### config.mk
export PLATFORM = sky130hd
export DESIGN_NAME = grid_cell_tracker
export DESIGN_NICKNAME = d
export VERILOG_FILES = /design/src/rtl/grid_cell_tracker.sv
export SDC_FILE = /design/constraint.sdc
export NUM_CORES = 1
export LEC_CHECK = 0
export ABC_AREA = 1
export ABC_CLOCK_PERIOD_IN_PS = 7600
export CORE_UTILIZATION = 40
export DETAILED_ROUTE_END_ITERATION = 8
export PLACE_DENSITY = 0.76
export SLEW_MARGIN = 20
export SYNTH_ARGS = -nofsm -noshare
export SYNTH_HDL_FRONTEND = slang
export SYNTH_SLANG_ARGS = --single-unit
export TNS_END_PERCENT = 50
### constraint.sdc
create_clock -name clk -period 7.6 [get_ports clk]
set_input_delay 1.52 -clock clk [delete_from_list [all_inputs] [get_ports clk]]
set_output_delay 1.52 -clock clk [all_outputs]
set_load 0.01 [all_outputs]
### src/rtl/grid_cell_tracker.sv
// grid_cell_tracker: pipelined pixel-to-grid-cell mapper with cursor and per-cell mark mask
module grid_cell_tracker #(
  parameter int W      = 10,
  parameter int COLS   = 3,
  parameter int ROWS   = 3,
  parameter int X0     = 96,
  parameter int Y0     = 2,
  parameter int CELL_W = 224,
  parameter int CELL_H = 170,
  parameter int LINE_W = 2,
  localparam int CW    = $clog2(COLS),
  localparam int RW    = $clog2(ROWS),
  localparam int N     = ROWS * COLS
) (
  input  logic          clk,
  input  logic          rst_n,
  input  logic [W-1:0]  pixelx,
  input  logic [W-1:0]  pixely,
  input  logic          pix_valid,
  input  logic          mv_up,
  input  logic          mv_down,
  input  logic          mv_left,
  input  logic          mv_right,
  input  logic          sel,
  input  logic          clr,
  output logic          cell_valid,
  output logic [CW-1:0] cell_col,
  output logic [RW-1:0] cell_row,
  output logic [W-1:0]  posx,
  output logic [W-1:0]  posy,
  output logic          on_line,
  output logic          is_cursor,
  output logic          is_marked,
  output logic [CW-1:0] cursor_col,
  output logic [RW-1:0] cursor_row,
  output logic          sel_accept,
  output logic          sel_reject,
  output logic [N-1:0]  mark_mask
);
  logic [31:0]   xe, ye, xb, yb;
  logic [CW-1:0] col_d, col1_q, col2_d, col2_q, ccol_d, ccol_q;
  logic [RW-1:0] row_d, row1_q, row2_d, row2_q, crow_d, crow_q;
  logic          inx_d, iny_d, lx_d, ly_d;
  logic          v1_q, inx1_q, iny1_q, lx1_q, ly1_q;
  logic          cv_d, cv_q, on_d, on_q, cur_d, cur_q, mk_d, mk_q;
  logic [W-1:0]  posx_d, posx_q, posy_d, posy_q;
  logic [N-1:0]  mask_d, mask_q, cur_bit, mk_sh;
  logic          hit, acc_d, acc_q, rej_d, rej_q;
  assign xe = 32'(pixelx);
  assign ye = 32'(pixely);
  // stage 1 decode: the last constant boundary not above the pixel selects the cell and its base
  always_comb begin
    col_d = '0;
    row_d = '0;
    xb    = 32'(X0);
    yb    = 32'(Y0);
    for (int k = 1; k < COLS; k++)
      if (xe >= 32'(X0 + k * CELL_W)) begin
        col_d = CW'(k);
        xb    = 32'(X0 + k * CELL_W);
      end
    for (int k = 1; k < ROWS; k++)
      if (ye >= 32'(Y0 + k * CELL_H)) begin
        row_d = RW'(k);
        yb    = 32'(Y0 + k * CELL_H);
      end
    inx_d = xe >= 32'(X0) && xe < 32'(X0 + COLS * CELL_W);
    iny_d = ye >= 32'(Y0) && ye < 32'(Y0 + ROWS * CELL_H);
    lx_d  = (xe - xb) < 32'(LINE_W);
    ly_d  = (ye - yb) < 32'(LINE_W);
  end
  // stage 2 outputs: everything is forced to zero outside the grid
  always_comb begin
    cv_d   = v1_q & inx1_q & iny1_q;
    col2_d = cv_d ? col1_q : '0;
    row2_d = cv_d ? row1_q : '0;
    posx_d = cv_d ? W'(32'(X0) + 32'(col1_q) * 32'(CELL_W) + 32'(CELL_W / 2)) : '0;
    posy_d = cv_d ? W'(32'(Y0) + 32'(row1_q) * 32'(CELL_H) + 32'(CELL_H / 2)) : '0;
    on_d   = cv_d & (lx1_q | ly1_q);
    cur_d  = cv_d & (col1_q == ccol_q) & (row1_q == crow_q);
    mk_sh  = mask_q >> (32'(row1_q) * 32'(COLS) + 32'(col1_q));
    mk_d   = cv_d & mk_sh[0];
  end
  // cursor moves (up > down > left > right, wrapping) and select/clear against the pre-move cell
  always_comb begin
    crow_d  = mv_up   ? (crow_q == '0 ? RW'(ROWS - 1) : crow_q - 1'b1) :
              mv_down ? (crow_q == RW'(ROWS - 1) ? '0 : crow_q + 1'b1) : crow_q;
    ccol_d  = (mv_up | mv_down) ? ccol_q :
              mv_left  ? (ccol_q == '0 ? CW'(COLS - 1) : ccol_q - 1'b1) :
              mv_right ? (ccol_q == CW'(COLS - 1) ? '0 : ccol_q + 1'b1) : ccol_q;
    cur_bit = N'(1) << (32'(crow_q) * 32'(COLS) + 32'(ccol_q));
    hit     = |(mask_q & cur_bit);
    acc_d   = ~clr & sel & ~hit;
    rej_d   = ~clr & sel & hit;
    mask_d  = clr ? '0 : acc_d ? (mask_q | cur_bit) : mask_q;
  end
  // all state: two pixel pipeline stages plus cursor/mask registers
  always_ff @(posedge clk or negedge rst_n) begin
    if (!rst_n) begin
      v1_q   <= 1'b0;
      col1_q <= '0;
      row1_q <= '0;
      inx1_q <= 1'b0;
      iny1_q <= 1'b0;
      lx1_q  <= 1'b0;
      ly1_q  <= 1'b0;
      cv_q   <= 1'b0;
      col2_q <= '0;
      row2_q <= '0;
      posx_q <= '0;
      posy_q <= '0;
      on_q   <= 1'b0;
      cur_q  <= 1'b0;
      mk_q   <= 1'b0;
      ccol_q <= '0;
      crow_q <= '0;
      mask_q <= '0;
      acc_q  <= 1'b0;
      rej_q  <= 1'b0;
    end else begin
      v1_q   <= pix_valid;
      col1_q <= col_d;
      row1_q <= row_d;
      inx1_q <= inx_d;
      iny1_q <= iny_d;
      lx1_q  <= lx_d;
      ly1_q  <= ly_d;
      cv_q   <= cv_d;
      col2_q <= col2_d;
      row2_q <= row2_d;
      posx_q <= posx_d;
      posy_q <= posy_d;
      on_q   <= on_d;
      cur_q  <= cur_d;
      mk_q   <= mk_d;
      ccol_q <= ccol_d;
      crow_q <= crow_d;
      mask_q <= mask_d;
      acc_q  <= acc_d;
      rej_q  <= rej_d;
    end
  end
  assign cell_valid = cv_q;
  assign cell_col   = col2_q;
  assign cell_row   = row2_q;
  assign posx       = posx_q;
  assign posy       = posy_q;
  assign on_line    = on_q;
  assign is_cursor  = cur_q;
  assign is_marked  = mk_q;
  assign cursor_col = ccol_q;
  assign cursor_row = crow_q;
  assign sel_accept = acc_q;
  assign sel_reject = rej_q;
  assign mark_mask  = mask_q;
endmodule

==> run summary, run 1 <==
========================================================================================================
Worst hold path class                                                                            reg2reg
Count of final setup violators                                                                         0
Antenna violations before repair                                                                       0
Setup bufs post-CTS                                                                                    0
Worst supply voltage drop on vdd                                                              0.000158 V
Area of the core                                                                            0.00683 mm^2
Number of global-route vias before repair                                                          2,379
Total overflow reported by the global router                                                           0
Worst hold margin                                                                                 493 ps
Die Span X                                                                                       86.3 um
Max_cap viols                                                                                          0
Initial core utilization                                                                           0.416
Relative slew slack                                                                                0.411
CP arrival                                                                                       5210 ps
Layout cells sized above 1                                                                        0.0523
Area growth from synthesis to layout                                                               27.8%
Number of synthesized register bits                                                                   41
Worst Tran Pin Value                                                                              884 ps
I/O pin cnt                                                                                           72
Outcome                                                                                     finished clean
Drt first-iter violations                                                                             96
# rows                                                                                                30
Final weighted congestion of routability-driven global placement                                   0.904
Post-route antenna net violation count                                                                 0
CP startpoint kind                                                                             input pin
Final hold vios                                                                                        0
CTS H-Tree Depth                                                                                       2
Required time of the critical path                                                               7830 ps
CTS sink cnt                                                                                          41
Overall die height                                                                               86.3 um
Net total in the final layout                                                                        485
Drt wl/cell                                                                                      11.5 um
Clk_lat worst skew                                                                                300 ps
Yosys warning total                                                                                    0
Cells after synthesis                                                                                359
Vias per cell                                                                                       4.78
Critical Path End Type                                                                              flop
Number of pins exceeding their max-slew limit in the final report                                      0
Post-CTS clock slew at the launch and capture registers of the worst setup and hold paths          80 ps
Length of the first detailed-routing pass in iterations                                                4
Most common cell after layout, fill and taps aside                                          sky130_fd_sc_hd__nand2_1
Peak clock frequency supported by timing                                                       0.201 GHz
Worst-case clock skew                                                                            8.54 ps
Leak pwr                                                                                      0.00180 uW
CTS Root Cell                                                                               sky130_fd_sc_hd__clkbuf_8
DR DRC count                                                                                           0
Resize count post-CTS                                                                                  0
Max Buffers Root-to-Sink                                                                               2
Final TNS setup                                                                                     0 ps
Vias after detailed routing                                                                        2,472
Final critical delay including setup and external delays                                         4980 ps
Mapped cell area                                                                            0.00284 mm^2
Overall die area                                                                            0.00745 mm^2
Half-perimeter wire length after detailed placement                                              4780 um
Maximum number of pins on one net before global-route repair                                          42
Kind of critical path                                                                             in2reg
Total Routing Usage GR                                                                             0.172
Sequential area share after synthesis                                                              0.361
Final design utilization                                                                           0.532
Total power per unit cell area                                                               255 mW/mm^2
Global-route wire length before repair                                                         10,300 um
Synth cell types                                                                                      36
Antenna Diode Count                                                                                    0
Leading cell types in the layout, fill and taps excluded                                    70 x sky130_fd_sc_hd__nand2_1, 64 x sky130_fd_sc_hd__clkdlybuf4s50_1, 53 x sky130_fd_sc_hd__inv_1
Cts-stage hold buffer count                                                                            0
RSZ-0062 raised after global routing                                                               false
Per-instance average area after synthesis                                                      7.92 um^2
Num CTS Buffers                                                                                        5
WL final                                                                                         5930 um
Tcrit/Tclk final                                                                                   0.656
Buffers added on ports                                                                                65
Post-placement worst setup slack                                                                 2370 ps
CTS tree                                                                                           built
Maximum fanout along the worst path                                                                    4
Worst setup margin                                                                               2620 ps
========================================================================================================
[metal layers]
| layer | vias up | track usage | wire [um] |
|---|---|---|---|
| met4 | 0 | 0.0500 | 63 |
| met3 | 6 | 0.0314 | 261 |
| met2 | 73 | 0.293 | 2830 |
| li1 | 1252 | - | - |
| met1 | 1141 | 0.223 | 2770 |
| met5 | - | 0 | 0 |
[per-stage QoR]
step           instance area, um^2  power, uW  cells
2_1_floorplan                 2850        602    362
3_3_place_gp                  3520        734    509
5_1_grt                       3630       1010    517
4_1_cts                       3630        930    517
6_report                      3630        926    517
3_5_place_dp                  3520        751    509
[final timing paths]
path                               start            to  slack, ps  cells past startpoint
min                                lx1_q       on_line        490                      2
max reg2reg                cursor_row[1]  mark_mask[0]       4630                     13
min in group asynchronous          rst_n  mark_mask[5]       1330                      1
max in group asynchronous          rst_n     col1_q[0]       5710                      1
max                            pixely[7]         ly1_q       2620                     22
min reg2reg                        lx1_q       on_line        490                      2
[worst max-delay path, cell delays in order]
cell                              delay (ps)
sky130_fd_sc_hd__clkdlybuf4s50_1         470
sky130_fd_sc_hd__nor2_1                  180
sky130_fd_sc_hd__inv_1                    50
sky130_fd_sc_hd__a31oi_1                 410
sky130_fd_sc_hd__inv_1                   130
sky130_fd_sc_hd__nor2_1                  150
sky130_fd_sc_hd__inv_1                   110
sky130_fd_sc_hd__ha_1                    220
sky130_fd_sc_hd__fa_1                    390
sky130_fd_sc_hd__inv_1                    90
sky130_fd_sc_hd__nand3_1                 100
sky130_fd_sc_hd__o211ai_1                320
sky130_fd_sc_hd__a31oi_1                 160
sky130_fd_sc_hd__ha_1                    310
sky130_fd_sc_hd__nand2_1                  50
sky130_fd_sc_hd__inv_1                    40
sky130_fd_sc_hd__nand3_1                  70
sky130_fd_sc_hd__nor2_1                   90
sky130_fd_sc_hd__nand3_1                  70
sky130_fd_sc_hd__nor2_1                   90
sky130_fd_sc_hd__nand3_1                  80
sky130_fd_sc_hd__nor2_1                  110
[synth_stat cells]
cell / number / share of area
sky130_fd_sc_hd__a21oi_2: 3 / 0.0092
sky130_fd_sc_hd__o2111ai_1: 1 / 0.0031
sky130_fd_sc_hd__inv_1: 53 / 0.070
sky130_fd_sc_hd__nand2_1: 70 / 0.092
sky130_fd_sc_hd__nor4b_1: 1 / 0.0031
sky130_fd_sc_hd__o211ai_1: 4 / 0.011
sky130_fd_sc_hd__nand4_1: 2 / 0.0044
sky130_fd_sc_hd__nor2_2: 3 / 0.0066
sky130_fd_sc_hd__dfrtp_1: 41 / 0.36
sky130_fd_sc_hd__nand2_2: 1 / 0.0022
sky130_fd_sc_hd__clkbuf_1: 1 / 0.0013
sky130_fd_sc_hd__buf_6: 1 / 0.0040
sky130_fd_sc_hd__nand3_2: 1 / 0.0035
sky130_fd_sc_hd__nand3b_1: 1 / 0.0026
sky130_fd_sc_hd__inv_2: 4 / 0.0053
sky130_fd_sc_hd__a211oi_1: 2 / 0.0053
sky130_fd_sc_hd__o21ai_0: 9 / 0.016
sky130_fd_sc_hd__nand3_1: 27 / 0.048
sky130_fd_sc_hd__nor4_1: 1 / 0.0022
sky130_fd_sc_hd__a21oi_1: 11 / 0.019
sky130_fd_sc_hd__o221ai_1: 1 / 0.0031
sky130_fd_sc_hd__a21boi_0: 1 / 0.0026
sky130_fd_sc_hd__o21a_1: 1 / 0.0026
sky130_fd_sc_hd__xor2_1: 3 / 0.0092
sky130_fd_sc_hd__ha_1: 29 / 0.13
sky130_fd_sc_hd__fa_1: 7 / 0.049
sky130_fd_sc_hd__nor3_1: 3 / 0.0053
sky130_fd_sc_hd__a31oi_1: 5 / 0.011
sky130_fd_sc_hd__o22ai_1: 2 / 0.0044
sky130_fd_sc_hd__buf_4: 11 / 0.029
sky130_fd_sc_hd__clkinv_1: 1 / 0.0013
sky130_fd_sc_hd__xnor2_1: 3 / 0.0092
sky130_fd_sc_hd__conb_1: 1 / 0.0013
sky130_fd_sc_hd__buf_2: 1 / 0.0018
sky130_fd_sc_hd__nand2_4: 1 / 0.0040
sky130_fd_sc_hd__nor2_1: 52 / 0.069
[cells by family after synthesis]
family                     Yosys count  share of synthesized area
other                                1                    0.00132
DFF                                 41                      0.361
and+or+nand+nor                    163                      0.243
buffers and inverters               72                      0.113
xor gates and xnor gates             6                     0.0185
adders and majority gates           36                      0.177
AOI/OAI and AO/OA                   40                     0.0871
[power by group]
| part | total, uW | internal [uW] | switching [uW] |
|---|---|---|---|
| Clock | 177 | 98.3 | 78.4 |
| Sequential | 300 | 251 | 48.6 |
| Combinational | 450 | 192 | 258 |
| Total | 926 | 541 | 385 |
[registers in the layout, indices dropped and copies added, names as in the netlist, 2 cells and up]
register    cells
mark_mask       9
posy            6
posx            5
cell_row        2
col1_q          2
cursor_col      2
cursor_row      2
row1_q          2
[final cells by class]
cell class              instances  area [um^2]
well taps                      96          120
flip-flops and latches         41         1030
clock buffers                   5         68.8
multi-input cells             249         1510
repair buffers                 65          646
inverters                      58          218
clock inverters                 3         46.3
fillers                       638         3200
Note: power is estimated with default switching activity, not from simulation.
==> run 2: changes to the inputs <==
--- a/config.mk
+++ b/config.mk
@@ -6,7 +6,7 @@
 export NUM_CORES = 1
 export LEC_CHECK = 0
 export ABC_AREA = 1
-export ABC_CLOCK_PERIOD_IN_PS = 7600
+export ABC_CLOCK_PERIOD_IN_PS = 4900
 export CORE_UTILIZATION = 40
 export DETAILED_ROUTE_END_ITERATION = 8
 export PLACE_DENSITY = 0.76
==> constraint.sdc (replaced) <==
create_clock -name clk -period 4.9 [get_ports clk]
set_input_delay 0.98 -clock clk [delete_from_list [all_inputs] [get_ports clk]]
set_output_delay 0.98 -clock clk [all_outputs]
set_load 0.01 [all_outputs]
==> run 2 against run 1 <==
Worst setup slack lost 2000 ps. Utilization is 0.35 points lower. Count of clock-buffer cells in the layout is the same. Die area did not move. Non-clock buffer count unchanged. Via count rose by 1.5%. Combinational power up 56%. Critical path depth unchanged. Register-to-register slack worse by 2700 ps. Routed wire length rose by 1.7%. Critical endpoint unchanged. Largest cell class unchanged. Largest power group unchanged.
==> run summary, run 2 (synthesized netlist as in run 1, its figures left out) <==
========================================================================================================
Post-placement worst setup slack                                                                  370 ps
Max Buffers Root-to-Sink                                                                               2
Design Power                                                                                     1380 uW
Portion of total power attributed to combinational logic                                           0.506
Maximum fanout along the worst path                                                                    4
Post-route antenna net violation count                                                                 0
Switching Fraction                                                                                 0.431
Tcrit/Tclk final                                                                                   0.868
Maximum number of pins on one net before global-route repair                                          42
Proportion of power drawn by the clock network                                                     0.159
Overall die area                                                                            0.00745 mm^2
Layout cells sized above 1                                                                        0.0523
Max_cap viols                                                                                          0
RSZ-0062 raised after global routing                                                               false
Length of the first detailed-routing pass in iterations                                                4
Worst hold path class                                                                            reg2reg
Critical Path End Type                                                                              flop
Relative slew slack                                                                                0.436
CTS sink cnt                                                                                          41
Final weighted congestion of routability-driven global placement                                   0.900
Vias after detailed routing                                                                        2,509
Worst hold margin                                                                                 482 ps
Reported net switching power                                                                      596 uW
Worst hold path endpoint                                                                         on_line
Antenna Diode Count                                                                                    0
Outcome                                                                                     finished clean
Cts-stage hold buffer count                                                                            0
CTS tree                                                                                           built
Resize count post-CTS                                                                                  0
Register-to-register setup slack                                                                 1920 ps
Required time of the critical path                                                               5120 ps
Startpoint of the most critical hold path                                                          lx1_q
Antenna violations before repair                                                                       0
Drt first-iter violations                                                                            124
Worst setup margin                                                                                646 ps
Worst supply voltage drop on vdd                                                              0.000209 V
Num CTS Buffers                                                                                        5
Final hold vios                                                                                        0
Total power per unit cell area                                                               383 mW/mm^2
CP arrival                                                                                       4480 ps
Total Routing Usage GR                                                                             0.174
Half-perimeter wire length after detailed placement                                              4770 um
WL final                                                                                         6030 um
Area growth from synthesis to layout                                                               26.9%
Final TNS setup                                                                                     0 ps
Number of flip-flops in the largest register                                                           9
Count of fill cells added during filler insertion                                                    650
Final critical delay including setup and external delays                                         4250 ps
Worst Tran Pin Value                                                                              846 ps
Clk_lat worst skew                                                                                290 ps
Leading cell types in the layout, fill and taps excluded                                    70 x sky130_fd_sc_hd__nand2_1, 64 x sky130_fd_sc_hd__clkdlybuf4s50_1, 53 x sky130_fd_sc_hd__inv_1
CP startpoint kind                                                                             input pin
Buffers added on ports                                                                                65
Post-CTS clock slew at the launch and capture registers of the worst setup and hold paths          80 ps
Leak pwr                                                                                      0.00180 uW
CTS H-Tree Depth                                                                                       2
Total internal power                                                                              787 uW
Global-route wire length before repair                                                         10,500 um
Vias per cell                                                                                       4.85
Hold Path Stages                                                                                       2
Most common cell after layout, fill and taps aside                                          sky130_fd_sc_hd__nand2_1
Number of pins exceeding their max-slew limit in the final report                                      0
Setup bufs post-CTS                                                                                    0
DR DRC count                                                                                           0
Peak clock frequency supported by timing                                                       0.235 GHz
Net total in the final layout                                                                        485
Count of final setup violators                                                                         0
Area of the core                                                                            0.00683 mm^2
# rows                                                                                                30
I/O pin cnt                                                                                           72
Kind of critical path                                                                             in2reg
Worst-case clock skew                                                                            5.34 ps
Initial core utilization                                                                           0.416
Drt wl/cell                                                                                      11.7 um
Sequential group share of total power                                                              0.336
Worst r2r path cells                                                                                  12
CTS Root Cell                                                                               sky130_fd_sc_hd__clkbuf_8
Launch instance of the worst register-to-register path                                      cursor_row[1]
Die Span X                                                                                       86.3 um
Overall die height                                                                               86.3 um
Worst flop-to-flop path endpoint                                                            mark_mask[0]
Total overflow reported by the global router                                                           0
Number of global-route vias before repair                                                          2,480
========================================================================================================
==> run 2: cell count changes in the layout (fill, tap and decap cells not counted), sizes merged <==
cell	delta
clkinvlp	-1
bufinv	-1
clkinv	+2
==> run 2: routing by layer <==
layer / track usage / share of wire / wire length [um]
met2: 0.304 / 0.48 / 2870
met4: 0.0682 / 0.016 / 98
met5: 0 / 0 / 0
met1: 0.212 / 0.45 / 2740
met3: 0.0343 / 0.053 / 321
==> run 2: how the worst max path moves through the flow <==
stage	startpoint	endpoint	slack, ps	cells past startpoint
floorplan	pixely[7]	ly1_q	1320	21
global route	pixely[7]	ly1_q	300	22
finish	pixely[7]	ly1_q	650	22
CTS	pixely[7]	ly1_q	660	22
global placement	pixely[7]	ly1_q	460	22
detailed placement	pixely[7]	ly1_q	370	22
==> run 2: critical path, cell delays in order <==
cell                              delay (ps)
sky130_fd_sc_hd__clkdlybuf4s50_1         480
sky130_fd_sc_hd__nor2_1                  190
sky130_fd_sc_hd__inv_1                    60
sky130_fd_sc_hd__a31oi_1                 360
sky130_fd_sc_hd__inv_1                   100
sky130_fd_sc_hd__nor2_1                  130
sky130_fd_sc_hd__inv_1                   110
sky130_fd_sc_hd__ha_1                    220
sky130_fd_sc_hd__fa_1                    380
sky130_fd_sc_hd__inv_1                    90
sky130_fd_sc_hd__nand3_1                  90
sky130_fd_sc_hd__o211ai_1                310
sky130_fd_sc_hd__a31oi_1                 130
sky130_fd_sc_hd__ha_1                    290
sky130_fd_sc_hd__nand2_1                  40
sky130_fd_sc_hd__inv_1                    40
sky130_fd_sc_hd__nand3_1                  60
sky130_fd_sc_hd__nor2_1                   90
sky130_fd_sc_hd__nand3_1                  70
sky130_fd_sc_hd__nor2_1                   80
sky130_fd_sc_hd__nand3_1                  70
sky130_fd_sc_hd__nor2_1                   90
==> run 2: through the flow <==
| stage | instances | cell area (um^2) | util |
|---|---|---|---|
| after floorplan | 362 | 2850 | - |
| after global placement | 509 | 3520 | 0.515 |
| after detailed placement | 509 | 3520 | 0.515 |
| after CTS | 517 | 3610 | 0.528 |
| after global routing | 517 | 3610 | 0.528 |
| final | 517 | 3610 | 0.528 |
==> run 2: final cells by class <==
| cell class | instances | area, um^2 | share of cell area |
|---|---|---|---|
| clock buffer | 5 | 68.8 | 0.0191 |
| clock inverter | 3 | 22.5 | 0.00624 |
| inverter | 58 | 218 | 0.0603 |
| multi-input combinational | 249 | 1510 | 0.418 |
| sequential | 41 | 1030 | 0.284 |
| tap | 96 | 120 | 0.0333 |
| timing repair buffer | 65 | 646 | 0.179 |
==> run 2: power by group through the flow <==
stage	Combinational [uW]	Sequential [uW]	Clock, uW
6_report	700	464	219
3_5_place_dp	687	472	0
3_3_place_gp	668	471	0
5_1_grt	797	475	241
2_1_floorplan	459	476	0
4_1_cts	696	465	226
==> run 3: changes to the inputs <==
--- a/config.mk
+++ b/config.mk
@@ -9,6 +9,7 @@
 export ABC_CLOCK_PERIOD_IN_PS = 4900
 export CORE_UTILIZATION = 40
 export DETAILED_ROUTE_END_ITERATION = 8
+export MAX_ROUTING_LAYER = met4
 export PLACE_DENSITY = 0.76
 export SLEW_MARGIN = 20
 export SYNTH_ARGS = -nofsm -noshare
==> run 3 against run 2 <==
Hold slack is essentially flat. Clock power is essentially flat. Via count shrank 0.36%. Non-clock buffer count is the same. First-iteration DRC count shrank 22%. Clock skew shrank 0.72 ps. Combinational power shrank 0.7%. Count of clock-buffer cells in the layout grew 1. Register-to-register slack lost 20 ps. Highest routed layer unchanged.
==> run summary, run 3 (synthesized netlist as in run 1, its figures left out) <==
========================================================================================================
Setup bufs post-CTS                                                                                    0
Maximum fanout along the worst path                                                                    4
Worst-case clock skew                                                                            4.63 ps
Leading cell types in the layout, fill and taps excluded                                    70 x sky130_fd_sc_hd__nand2_1, 64 x sky130_fd_sc_hd__clkdlybuf4s50_1, 53 x sky130_fd_sc_hd__inv_1
Clk_lat worst skew                                                                                300 ps
CTS H-Tree Depth                                                                                       2
Sum of met3 wire segment lengths after detailed routing                                           249 um
# rows                                                                                                30
Area of the core                                                                            0.00683 mm^2
Area used by multi-input combinational logic                                                0.00151 mm^2
Tcrit/Tclk final                                                                                   0.866
Startpoint of the most critical hold path                                                          lx1_q
Number of global-route vias before repair                                                          2,413
Total Routing Usage GR                                                                             0.181
Met2 Wirelength                                                                                  2760 um
Cts-stage hold buffer count                                                                            0
Global-route wire length before repair                                                         10,400 um
Worst flop-to-flop path endpoint                                                            mark_mask[8]
Peak clock frequency supported by timing                                                       0.236 GHz
Drt wl/cell                                                                                      11.4 um
Final critical delay including setup and external delays                                         4240 ps
Worst setup margin                                                                                655 ps
Max_cap viols                                                                                          0
Count of final setup violators                                                                         0
Worst Tran Pin Value                                                                              865 ps
Net total in the final layout                                                                        485
Design Power                                                                                     1380 uW
CP arrival                                                                                       4470 ps
Half-perimeter wire length after detailed placement                                              4750 um
Post-CTS clock slew at the launch and capture registers of the worst setup and hold paths          70 ps
Number of flip-flops in the largest register                                                           9
Most common cell after layout, fill and taps aside                                          sky130_fd_sc_hd__nand2_1
Cell-by-cell trace of the critical path                                                     clkdlybuf4s50_1 > a21oi_1 > o21ai_0 > a31oi_1 > inv_1 > nor2_1 > inv_1 > ha_1 > fa_1 > inv_1 > nand3_1 > o211ai_1 > a31oi_1 > ha_1 > nand2_1 > inv_1 > nand3_1 > nor2_1 > nand3_1 > nor2_1 > nand3_1 > nor2_1
Layout cells sized above 1                                                                        0.0499
Fin area                                                                                    0.00360 mm^2
Vias per cell                                                                                       4.84
RSZ-0062 raised after global routing                                                               false
Antenna Diode Count                                                                                    0
Buffers added on ports                                                                                65
Worst hold path endpoint                                                                         on_line
Area after DPL                                                                              0.00352 mm^2
Worst hold path class                                                                            reg2reg
WL final                                                                                         5910 um
Final weighted congestion of routability-driven global placement                                   0.898
Post-placement worst setup slack                                                                  376 ps
CTS tree                                                                                           built
Overall die area                                                                            0.00745 mm^2
Post-route antenna net violation count                                                                 0
Area growth from synthesis to layout                                                               26.8%
Number of buffer and inverter instances along the worst setup path                                     5
Worst r2r path cells                                                                                  12
CTS Root Cell                                                                               sky130_fd_sc_hd__clkbuf_8
CTS sink cnt                                                                                          41
Critical Path End Type                                                                              flop
Kind of critical path                                                                             in2reg
Register-to-register setup slack                                                                 1900 ps
Highest-delay cell along the critical path                                                  sky130_fd_sc_hd__clkdlybuf4s50_1
Wire length the detailed router placed on met1                                                   2770 um
Vias after detailed routing                                                                        2,500
Drt first-iter violations                                                                             97
Max incr delay on CP                                                                              480 ps
Leak pwr                                                                                      0.00179 uW
Maximum number of pins on one net before global-route repair                                          42
Number of pins exceeding their max-slew limit in the final report                                      0
Final hold vios                                                                                        0
Final TNS setup                                                                                     0 ps
Num CTS Buffers                                                                                        5
Antenna violations before repair                                                                       0
Resize count post-CTS                                                                                  0
Hold Path Stages                                                                                       2
Die Span X                                                                                       86.3 um
Required time of the critical path                                                               5120 ps
Area of all sequential standard cells                                                       0.00103 mm^2
I/O pin cnt                                                                                           72
CP startpoint kind                                                                             input pin
Uppermost layer routed                                                                              met4
Dpl cells                                                                                            509
Count of fill cells added during filler insertion                                                    623
Initial core utilization                                                                           0.416
Length of the first detailed-routing pass in iterations                                                4
DR DRC count                                                                                           0
Largest delay share family, worst path                                                      compound AO/OA/AOI/OAI gates
Max Buffers Root-to-Sink                                                                               2
Total power per unit cell area                                                               382 mW/mm^2
Count of non-filler cells in the finished layout                                                     517
Worst supply voltage drop on vdd                                                              0.000199 V
Relative slew slack                                                                                0.423
Total overflow reported by the global router                                                           0
Launch instance of the worst register-to-register path                                      cursor_row[1]
Outcome                                                                                     finished clean
Overall die height                                                                               86.3 um
========================================================================================================
-- run 3: per-layer routing --
metal	vias to the layer above	global-route usage
met5	-	-
met1	1163	0.227
met2	76	0.292
li1	1249	-
met4	0	0.0727
met3	12	0.0286
-- run 3: worst max-delay path by stage --
stage | to | start | slack, ps | cells after the start
floorplan | ly1_q | pixely[7] | 1320 | 21
global placement | ly1_q | pixely[7] | 460 | 22
detailed placement | ly1_q | pixely[2] | 380 | 22
CTS | ly1_q | pixely[2] | 680 | 22
global route | ly1_q | pixely[2] | 250 | 22
finish | ly1_q | pixely[2] | 660 | 22
-- run 3: power breakdown --
group,internal (uW),switching (uW),total (uW)
Sequential,390,74.3,464
Clock,100,117,217
Combinational,296,399,695
-- run 3: area by class of cell --
class,count,area share
Inverter,58,0.0604
Sequential cell,41,0.285
Clock buffer,6,0.0201
Tap cell,96,0.0333
Clock inverter,2,0.00417
Multi-Input combinational cell,249,0.418
Timing Repair Buffer,65,0.179
-- run 3: worst reg2reg max path: cells and delay by family (launching register included) --
kind,cells,cell delay [ps]
fa+ha+maj,3,1230
buf+inv,1,70
flops,1,520
simple gates,8,1090
-- run 3: stage by stage --
stage                      util  hold slack, ps
after global routing      0.528             507
final                     0.528             482
after detailed placement  0.515             463
after CTS                 0.528             481
after global placement    0.515             459
after floorplan               -             451
